## config.mk

```make
export PLATFORM = sky130hd
export DESIGN_NAME = seven_seg_scan_driver
export DESIGN_NICKNAME = d
export VERILOG_FILES = /design/src/rtl/seven_seg_pkg.sv /design/src/rtl/seven_seg_hex_decoder.sv /design/src/rtl/seven_seg_scan_driver.sv
export SDC_FILE = /design/constraint.sdc
export NUM_CORES = 1
export LEC_CHECK = 0
export ABC_AREA = 1
export CAP_MARGIN = 5
export CORE_UTILIZATION = 50
export DETAILED_ROUTE_END_ITERATION = 8
export GPL_TIMING_DRIVEN = 0
export PLACE_DENSITY_LB_ADDON = 0.12
export SYNTH_ARGS = -nofsm -noshare
export SYNTH_HDL_FRONTEND = slang
export SYNTH_SLANG_ARGS = --single-unit
```

## constraint.sdc

```tcl
create_clock -name clk -period 2.4 [get_ports clk]
set_clock_uncertainty 0.1 [all_clocks]
set_input_delay 0.48 -clock clk [delete_from_list [all_inputs] [get_ports clk]]
set_output_delay 0.48 -clock clk [all_outputs]
set_load 0.01 [all_outputs]
```

## src/rtl/seven_seg_pkg.sv

```systemverilog
// Shared constants and helpers for the seven-segment display blocks.
// Segment codes are active-low patterns for seg[6:0] = g,f,e,d,c,b,a.
package seven_seg_pkg;

  localparam int NUM_DIGITS = 8;

  localparam logic [7:0] SEG_BLANK = 8'hFF;
  localparam logic [7:0] AN_NONE   = 8'hFF;

  localparam logic [6:0] SEG_0 = 7'h40;
  localparam logic [6:0] SEG_1 = 7'h79;
  localparam logic [6:0] SEG_2 = 7'h24;
  localparam logic [6:0] SEG_3 = 7'h30;
  localparam logic [6:0] SEG_4 = 7'h19;
  localparam logic [6:0] SEG_5 = 7'h12;
  localparam logic [6:0] SEG_6 = 7'h02;
  localparam logic [6:0] SEG_7 = 7'h78;
  localparam logic [6:0] SEG_8 = 7'h00;
  localparam logic [6:0] SEG_9 = 7'h10;
  localparam logic [6:0] SEG_A = 7'h08;
  localparam logic [6:0] SEG_B = 7'h03;
  localparam logic [6:0] SEG_C = 7'h46;
  localparam logic [6:0] SEG_D = 7'h21;
  localparam logic [6:0] SEG_E = 7'h06;
  localparam logic [6:0] SEG_F = 7'h0E;

  // Index of the most significant nonzero nibble; 0 when the word is zero.
  function automatic logic [2:0] msd_index(input logic [31:0] num);
    logic [2:0] m;
    m = 3'd0;
    for (int k = 1; k < NUM_DIGITS; k++) begin
      if (num[4*k +: 4] != 4'h0) m = 3'(k);
    end
    return m;
  endfunction

endpackage

```

## src/rtl/seven_seg_hex_decoder.sv

```systemverilog
// Combinational nibble to active-low seven-segment pattern decoder.
module seven_seg_hex_decoder
  import seven_seg_pkg::*;
(
  input  logic [3:0] nibble,
  output logic [6:0] pattern
);

  always_comb begin
    pattern = SEG_0;
    unique case (nibble)
      4'h0: pattern = SEG_0;
      4'h1: pattern = SEG_1;
      4'h2: pattern = SEG_2;
      4'h3: pattern = SEG_3;
      4'h4: pattern = SEG_4;
      4'h5: pattern = SEG_5;
      4'h6: pattern = SEG_6;
      4'h7: pattern = SEG_7;
      4'h8: pattern = SEG_8;
      4'h9: pattern = SEG_9;
      4'hA: pattern = SEG_A;
      4'hB: pattern = SEG_B;
      4'hC: pattern = SEG_C;
      4'hD: pattern = SEG_D;
      4'hE: pattern = SEG_E;
      4'hF: pattern = SEG_F;
    endcase
  end

endmodule

```

## src/rtl/seven_seg_scan_driver.sv

```systemverilog
// 8-digit common-anode scan driver with per-frame latch and anti-ghost blanking.
// Optional SEVEN_SEG_LEADING_ZERO_BLANK_EN blanks digits above the most significant nonzero one.
module seven_seg_scan_driver
  import seven_seg_pkg::*;
#(
  parameter int DIGIT_CYCLES = 100000,
  parameter int GHOST_CYCLES = 16
) (
  input  logic        clk,
  input  logic        reset,
  input  logic [31:0] disp_num,
  input  logic [7:0]  dp_in,
  input  logic        en,
  output logic [7:0]  an,
  output logic [7:0]  seg,
  output logic        frame_done
);

  localparam int CW = $clog2(DIGIT_CYCLES);
  localparam int IW = $clog2(NUM_DIGITS);
  localparam logic [CW-1:0] CNT_LAST  = CW'(DIGIT_CYCLES - 1);
  localparam logic [IW-1:0] IDX_LAST  = IW'(NUM_DIGITS - 1);
  localparam logic [CW-1:0] GHOST_LIM = CW'(GHOST_CYCLES);

  logic [CW-1:0] cnt;
  logic [IW-1:0] idx;
  logic [31:0]   shadow_num;
  logic [7:0]    shadow_dp;
  logic [6:0]    seg_code;
  logic          in_ghost;
  logic          lz_blank;

  seven_seg_hex_decoder u_dec (
    .nibble  (shadow_num[4*idx +: 4]),
    .pattern (seg_code)
  );

  if (GHOST_CYCLES > 0) begin : g_ghost
    assign in_ghost = (cnt < GHOST_LIM);
  end else begin : g_no_ghost
    assign in_ghost = 1'b0;
  end

`ifdef SEVEN_SEG_LEADING_ZERO_BLANK_EN
  assign lz_blank = (idx > msd_index(shadow_num));
`else
  assign lz_blank = 1'b0;
`endif

  always_ff @(posedge clk) begin
    if (reset) begin
      cnt        <= '0;
      idx        <= '0;
      shadow_num <= '0;
      shadow_dp  <= '0;
      an         <= AN_NONE;
      seg        <= SEG_BLANK;
      frame_done <= 1'b0;
    end else begin
      frame_done <= (idx == IDX_LAST) && (cnt == CNT_LAST);

      if (cnt == CNT_LAST) begin
        cnt <= '0;
        idx <= idx + 1'b1;
      end else begin
        cnt <= cnt + 1'b1;
      end

      // Latch once at the top of each frame so a frame never mixes two values.
      if (idx == '0 && cnt == '0) begin
        shadow_num <= disp_num;
        shadow_dp  <= dp_in;
      end

      if (!en || in_ghost || lz_blank) begin
        an  <= AN_NONE;
        seg <= SEG_BLANK;
      end else begin
        an  <= ~(8'h01 << idx);
        seg <= {~shadow_dp[idx], seg_code};
      end
    end
  end

endmodule

```

==> metrics.md, run 1 <==
| Metric | Value |
|---|---|
| Vias in the first global route | `between 3000 and 4000` |
| Clk pin slew, worst setup/hold paths | `roughly 80 ps` |
| CTS Buf Count | `9` |
| Cell mode on critical path | `nor2_1` |
| Routed vias/inst | `between 4 and 5` |
| HP Class | `reg -> reg` |
| Hold wc startpoint | `cnt[0]` |
| Post-CTS Hold Buffers | `0` |
| Global route total overflow | `0` |
| Starting density of the core | `between 50% and 60%` |
| DR vias | `3565` |
| Post-place instance area | `approximately 4500 um^2` |
| Crit path DAT | `between 2000 and 2500 ps` |
| CP top delay family | `buffers and inverters` |
| List of most frequent post-synthesis cells | `nand2_1 (172), nor2_1 (107), dfxtp_1 (77), inv_1 (64), nand3_1 (51)` |
| Ant diodes | `0` |
| CTS Sinks | `77` |
| Net Count, Synth | `around 630` |
| Die Ht | `roughly 90 um` |
| Pwr Density | `~630 nW/um^2` |
| Antenna-violating nets left | `0` |
| Most frequent cell after synthesis | `nand2_1` |
| Final worst setup slack | `between 100 and 150 ps` |
| First-pass GRT wire length | `roughly 14000 um` |
| Area grow syn2layout | `24.68%` |
| Critical-path maximum fanout | `20` |
| Peak supply drop | `~0.00035 V` |
| Initial antenna violation count | `0` |
| WP data required | `between 2000 and 3000 ps` |
| Critical Path Start | `idx[0]` |
| CP endpoint kind | `flop` |
| DRC Markers | `0` |
| Io pins | `60` |
| Top-area cell type share of the netlist area | `about two fifths` |
| Syn avg cell area | `approximately 6.6 um^2` |
| Final setup viols | `0` |
| Core Area | `around 7300 um^2` |
| Fin Hold WS | `between 300 and 400 ps` |
| Max stage delay on crit path | `360 ps` |
| Critical path launch point type | `flop` |
| Crit path cell chain | `buf_6 > inv_6 > buf_4 > ha_1 > nand3_1 > nor2_1 > nand3_4 > buf_2 > nor2_1 > nor2_1` |
| H-tree levels | `3` |
| CTS Buffer Depth | `2` |
| CTS Root Cell | `clkbuf_8` |
| Buf/Inv on CP | `4` |
| Yosys Warn Count | `0` |
| Ys async rst share | `0%` |
| Worst rel slew slack | `between 60% and 70%` |
| Min Tclk post-route | `roughly 2300 ps` |
| Worst path slowest cell | `dfxtp_1` |
| Gr usage total | `about a quarter` |
| R2r startpoint | `idx[0]` |
| Tcrit/Tclk final | `between 90% and 100%` |
| Pin count of the biggest net entering global routing | `21` |
| Dpl hpwl | `between 6000 and 7000 um` |
| F_max | `~440 MHz` |
| Detailed Routing Iterations Pass 1 | `5` |
| Post-synthesis register bit count | `77` |
| RSZ-0062 raised after global routing | `false` |
| Pre-CTS setup slack | `-88.02 ps` |
| Worst-Skew Late Latency | `350 ps` |
| Die ar. | `roughly 8000 um^2` |
| Final Hold Fails | `0` |
| Worst-Margin Slew | `approximately 490 ps` |
| Ranking of synthesized cells by area | `dfxtp_1 (41%), nand2_1 (17%), nor2_1 (11%), nand3_1 (6.7%), inv_1 (6.3%)` |
| Crit Path Class | `reg -> reg` |
| Leading register cell type out of synthesis | `dfxtp_1` |
| Number of synthesized flops with an enable pin | `0` |
| I/O Buffers | `59` |
| Sequential area share after synthesis | `about two fifths` |
| Die X | `89.04 um` |
| Drt initial violations | `about 260` |
| Max-cap violations | `0` |
| WL final | `around 8500 um` |
| Run status | `completed` |
| Layout fillers | `roughly 700` |
| Synth unique cells | `30` |
| Cell area after layout | `4722 um^2` |
| Static Leak | `around 2.2 nW` |
| Gp weighted congestion | `between 0.8 and 0.9` |
| CTS tree | `yes` |
| Drt wl/cell | `between 10 and 15 um` |
| # nets final | `between 600 and 700` |
| Slew Limit Fails | `0` |
| Rows | `31` |
| Syn Std Cell Area | `around 3800 um^2` |
| Post-synth top area cell | `dfxtp_1` |
| Layout cells sized above 1 | `under 10%` |
| Post-Syn Instances | `570` |
==> per-layer routing <==
layer | track usage, % | up-vias | share of wire, %
li1 | - | 1887 | -
met1 | 31.75 | 1575 | 48
met2 | 38.60 | 93 | 45
met3 | 2.955 | 10 | 4.8
met4 | 8.802 | 0 | 1.4
met5 | 0 | - | 0
==> per-stage QoR <==
step | utilization (%) | power [W] | instances | setup TNS (ps)
final | 64.76 | 0.002962 | 743 | 0
after global routing | 64.76 | 0.003125 | 743 | 0
after CTS | 64.70 | 0.002980 | 743 | 0
after detailed placement | 61.74 | 0.001921 | 728 | -656.7
after global placement | 61.74 | 0.001910 | 728 | -323.3
after floorplan | - | 0.001764 | 570 | 0
==> flip-flops by register name, summed over array words and instances, names as in the netlist <==
name,flops
shadow_num,32
frame_done,1
an,8
idx,3
cnt,17
shadow_dp,8
seg,8
==> layout make-up <==
type                    count  area [um^2]  share of cell area, %
inverters                  69        266.5                  5.644
repair buffers             59        590.6                  12.51
plain buffers              20        142.6                  3.021
clock buffers               9        123.9                  2.623
well taps                  99        123.9                  2.623
clock inverters             7        90.09                  1.908
multi-input cells         403         1843                  39.03
flip-flops and latches     77         1541                  32.64
==> logic make-up after synthesis <==
family,Yosys count,share of synthesized area (%)
xor gates and xnor gates,1,0.2313
adders and majority gates,13,4.295
AOI/OAI and AO/OA,33,4.592
buffers and inverters,90,10.93
DFF,77,40.70
and+or+nand+nor,356,39.25
==> report_power, final <==
| part | internal [W] | switching (W) | total, W |
|---|---|---|---|
| clock network | 0.000579 | 0.000481 | 0.00106 |
| registers | 0.00136 | 0.0000255 | 0.00139 |
| logic | 0.000213 | 0.000299 | 0.000513 |
==> final timing paths <==
check | slack [ps] | end | cells past startpoint
worst max-delay path | 130 | shadow_dp[3] | 10
worst min-delay path | 380 | cnt[0] | 1
worst max register to register | 130 | shadow_dp[3] | 10
worst min register to register | 380 | cnt[0] | 1
==> cell usage in the layout, fill, tap and decap left out, types with 2 or more instances in the layout <==
cell type and n:
clkbuf_8 9, nor3_2 2, buf_2 6, nor2_1 107, nor3_1 8, or2_2 2, o21ai_2 2, clkdlybuf4s50_1 59
buf_6 7, a21oi_1 18, dfxtp_1 77, nand4_1 6, clkinvlp_4 2, o21ai_0 11, clkinv_2 3, nand2_2 2
buf_4 2, ha_1 13, nand3_1 51, bufinv_16 2, inv_1 64, inv_2 3, nand2_1 172, clkbuf_1 5
==> repair_timing <==
item	in CTS	in global routing
gates resized for setup	1	1
setup buffers	0	0
endpoints found under the setup margin	40	4
Power figures use the tool's default switching activity.
==> run 2, diff against run 1 <==
--- a/config.mk
+++ b/config.mk
@@ -11,6 +11,7 @@
 export DETAILED_ROUTE_END_ITERATION = 8
 export GPL_TIMING_DRIVEN = 0
 export PLACE_DENSITY_LB_ADDON = 0.12
+export SLEW_MARGIN = 20
 export SYNTH_ARGS = -nofsm -noshare
 export SYNTH_HDL_FRONTEND = slang
 export SYNTH_SLANG_ARGS = --single-unit
==> results of run 2 <==
Same layout as run 1: the final DEF is identical, and so are final timing and power.
==> run 3, diff against run 2 <==
--- a/config.mk
+++ b/config.mk
@@ -9,9 +9,11 @@
 export CAP_MARGIN = 5
 export CORE_UTILIZATION = 50
 export DETAILED_ROUTE_END_ITERATION = 8
+export DONT_BUFFER_PORTS = 1
 export GPL_TIMING_DRIVEN = 0
 export PLACE_DENSITY_LB_ADDON = 0.12
 export SLEW_MARGIN = 20
 export SYNTH_ARGS = -nofsm -noshare
 export SYNTH_HDL_FRONTEND = slang
+export SYNTH_HIERARCHICAL = 1
 export SYNTH_SLANG_ARGS = --single-unit
==> constraint.sdc (replaced) <==
create_clock -name clk -period 2 [get_ports clk]
set_clock_uncertainty 0.1 [all_clocks]
set_input_delay 0.4 -clock clk [delete_from_list [all_inputs] [get_ports clk]]
set_output_delay 0.4 -clock clk [all_outputs]
set_load 0.01 [all_outputs]
==> run 3 against run 2 <==
  * Final cell count fell by 1.5%
  * Setup slack got worse by 45 ps
  * Hold slack got worse by 210 ps
  * Clock power rose by 23%
  * Synthesized cell count rose by 6.8%
  * Die area rose by 8.7%
  * Non-clock buffer count fell by 43
  * Sequential cell count did not move
  * Maximum frequency rose by 19%
  * Critical endpoint is now seg[0]
==> metrics.md, run 3 <==
| Metric | Value |
|---|---|
| Run status | `completed` |
| Area grow syn2layout | `12.68%` |
| Top-area cell type share of the netlist area | `between 30% and 40%` |
| Rows | `32` |
| Sequential area share after synthesis | `~37%` |
| Critical path launch point type | `flop` |
| Gp weighted congestion | `0.9001` |
| Setup TNS | `0 ps` |
| F_max | `around 520 MHz` |
| Detailed Routing Iterations Pass 1 | `5` |
| Final setup viols | `0` |
| Yosys Warn Count | `6` |
| WP data required | `around 2200 ps` |
| Synth unique cells | `30` |
| Die ar. | `between 8000 and 9000 um^2` |
| Routed vias/inst | `about 5` |
| CTS Buf Count | `9` |
| CP endpoint kind | `flop` |
| RSZ-0062 raised after global routing | `true` |
| Max-cap violations | `0` |
| Ranking of synthesized cells by area | `dfxtp_1 (37%), nand2_1 (12%), nand3_1 (9.1%), nor2_1 (8.4%), inv_1 (6.9%)` |
| Ys async rst share | `0%` |
| Max stage delay on crit path | `380 ps` |
| Crit Path Class | `reg -> reg` |
| Io pins | `60` |
| Worst-Margin Slew | `433.4 ps` |
| Initial antenna violation count | `0` |
| Most frequent cells in the layout | `nand2_1 (130), nor2_1 (89), nand3_1 (75), dfxtp_1 (75), inv_1 (73)` |
| Max reg flops | `32` |
| Layout cells sized above 1 | `about 12%` |
| Drt wl/cell | `between 10 and 15 um` |
| DR vias | `approximately 3700` |
| Syn avg cell area | `about 6.8 um^2` |
| Final Hold Fails | `0` |
| Pin count of the biggest net entering global routing | `13` |
| Tcrit/Tclk final | `95.60%` |
| Overall Power | `~0.0036 W` |
| WL final | `9315 um` |
| Die Ht | `a little over 90 um` |
| Peak supply drop | `0.0003373 V` |
| Fin Hold WS | `around 170 ps` |
| CTS tree | `yes` |
| Ant diodes | `0` |
| First-pass GRT wire length | `around 15000 um` |
| CTS Buffer Depth | `2` |
| CTS Root Cell | `clkbuf_8` |
| Antenna-violating nets left | `0` |
| Core Area | `slightly below 8000 um^2` |
| Slew Limit Fails | `0` |
| Worst-Skew Late Latency | `350 ps` |
| Die X | `92.83 um` |
| H-tree levels | `3` |
| List of most frequent post-synthesis cells | `nand2_1 (132), nor2_1 (92), dfxtp_1 (77), inv_1 (76), nand3_1 (75)` |
| Worst rel slew slack | `between 70% and 80%` |
| HP Class | `in -> reg` |
| Dpl hpwl | `~6700 um` |
| I/O Buffers | `0` |
| Fin util | `between 50% and 60%` |
| # nets final | `between 600 and 700` |
| Gr usage total | `22.72%` |
| Layout fillers | `roughly 770` |
| Crit path cell chain | `clkbuf_8 > o21ai_1 > o22ai_2 > nand2_1 > nand2_2 > buf_4 > ha_1 > inv_1 > nand2_1 > nand3_1 > nand2_1 > inv_1 > nand2_1` |
| Commonest non-fill, non-tap cell in the layout | `nand2_1` |
| Syn Std Cell Area | `4125 um^2` |
| CTS Sinks | `77` |
| Reg2Reg Setup Slack | `90 ps` |
| Worst path slowest cell | `dfxtp_4` |
| Vias in the first global route | `3234` |
| Net Count, Synth | `between 600 and 700` |
| Global route total overflow | `0` |
| Number of synthesized flops with an enable pin | `0` |
| Post-Syn Instances | `609` |
| Leading register cell type out of synthesis | `dfxtp_1` |
| Most flops, register | `shadow_num` |
| Crit path DAT | `2060 ps` |
| Top Registers | `shadow_num (32), cnt (17)` |
| Post-synth top area cell | `dfxtp_1` |
| Drt initial violations | `230` |
| Clk pin slew, worst setup/hold paths | `roughly 80 ps` |
| Critical-path maximum fanout | `10` |
| Post-synthesis register bit count | `77` |
| Pwr Density | `~780 nW/um^2` |
| Most frequent cell after synthesis | `nand2_1` |
| Min Tclk post-route | `around 1900 ps` |
| Static Leak | `approximately 2.2 nW` |
| DRC Markers | `0` |
| Starting density of the core | `a little over half` |
| Cell mode on critical path | `nand2_1` |
-- run 3: cell types whose count changed in the layout (fill, tap and decap cells not counted), sizes merged, moves of 3 or more --
cell	previous run	this run
nor2	108	100
clkdlybuf4s50	59	0
nor3	10	3
a21oi	18	51
o21ai	13	22
xnor2	0	3
nand2	174	133
inv	69	78
nand3	53	79
o22ai	0	8
nand4	6	3
buf	15	33
-- run 3: power by group --
group	internal, W	switching (W)	total, W
logic	0.000266	0.000349	0.000615
registers	0.00164	0.0000654	0.00170
clock network	0.000741	0.000555	0.00130
total	0.00264	0.000970	0.00361
-- run 3: worst paths after layout --
check | start | to | cells past startpoint
max reg2reg | idx[0] | seg[0] | 13
max | idx[0] | seg[0] | 13
min reg2reg | cnt[0] | cnt[0] | 1
min | disp_num[4] | shadow_num[4] | 4
-- run 3: stage by stage --
step                cell area [um^2]  std cells  setup slack, ps
floorplan                       4125        609            11.23
global placement                4253        711           -458.7
detailed placement              4253        711           -465.3
CTS                             4571        731            1.326
global route                    4648        732           -25.10
finish                          4648        732            88.09
-- run 3: worst max-delay path, delay by kind of cell (launching register included) --
family	cells	cell delay [ps]
AND/OR/NAND/NOR	6	400
adder cells (fa/ha/maj)	1	180
buffers and inverters	4	450
flip-flops	1	380
AO/OA/AOI/OAI	2	290
-- run 3: logic make-up (layout without fill, tap and decap cells) --
family          after synthesis  count (layout)  share of synthesized area (%)
simple gates                320             320                          33.79
flops                        77              77                          37.37
compound gates               81              81                          10.25
buf+inv                     110             131                          12.77
fa+ha+maj                    15              15                          4.550
xor+xnor                      6               6                          1.274
-- run 3: area by class of cell --
class / instances / area [um^2] / share of cell area, %
buffer: 31 / 299.0 / 6.433
clock buffer: 13 / 148.9 / 3.203
clock inverter: 3 / 68.82 / 1.480
inverter: 79 / 302.8 / 6.514
multi-input combinational: 422 / 2102 / 45.22
sequential: 77 / 1546 / 33.27
tap: 102 / 127.6 / 2.746
timing repair buffer: 5 / 52.55 / 1.131
-- run 3: metal layers --
layer	track usage (%)	part of all wire, %	up-vias
met5	0	0	-
met4	9.231	1.7	0
met3	3.941	5.9	10
met2	34.13	44	129
met1	31.97	49	1646
li1	-	-	1954
-- run 3: timing repair --
action                                 CTS  global route
endpoints found under the hold margin    1             0
pin swaps                                4             3
buffers inserted                         3             1
hold buffers                             1             0
gates resized for setup                 21            28
setup endpoints to repair               47            41
gates cloned                             0             0
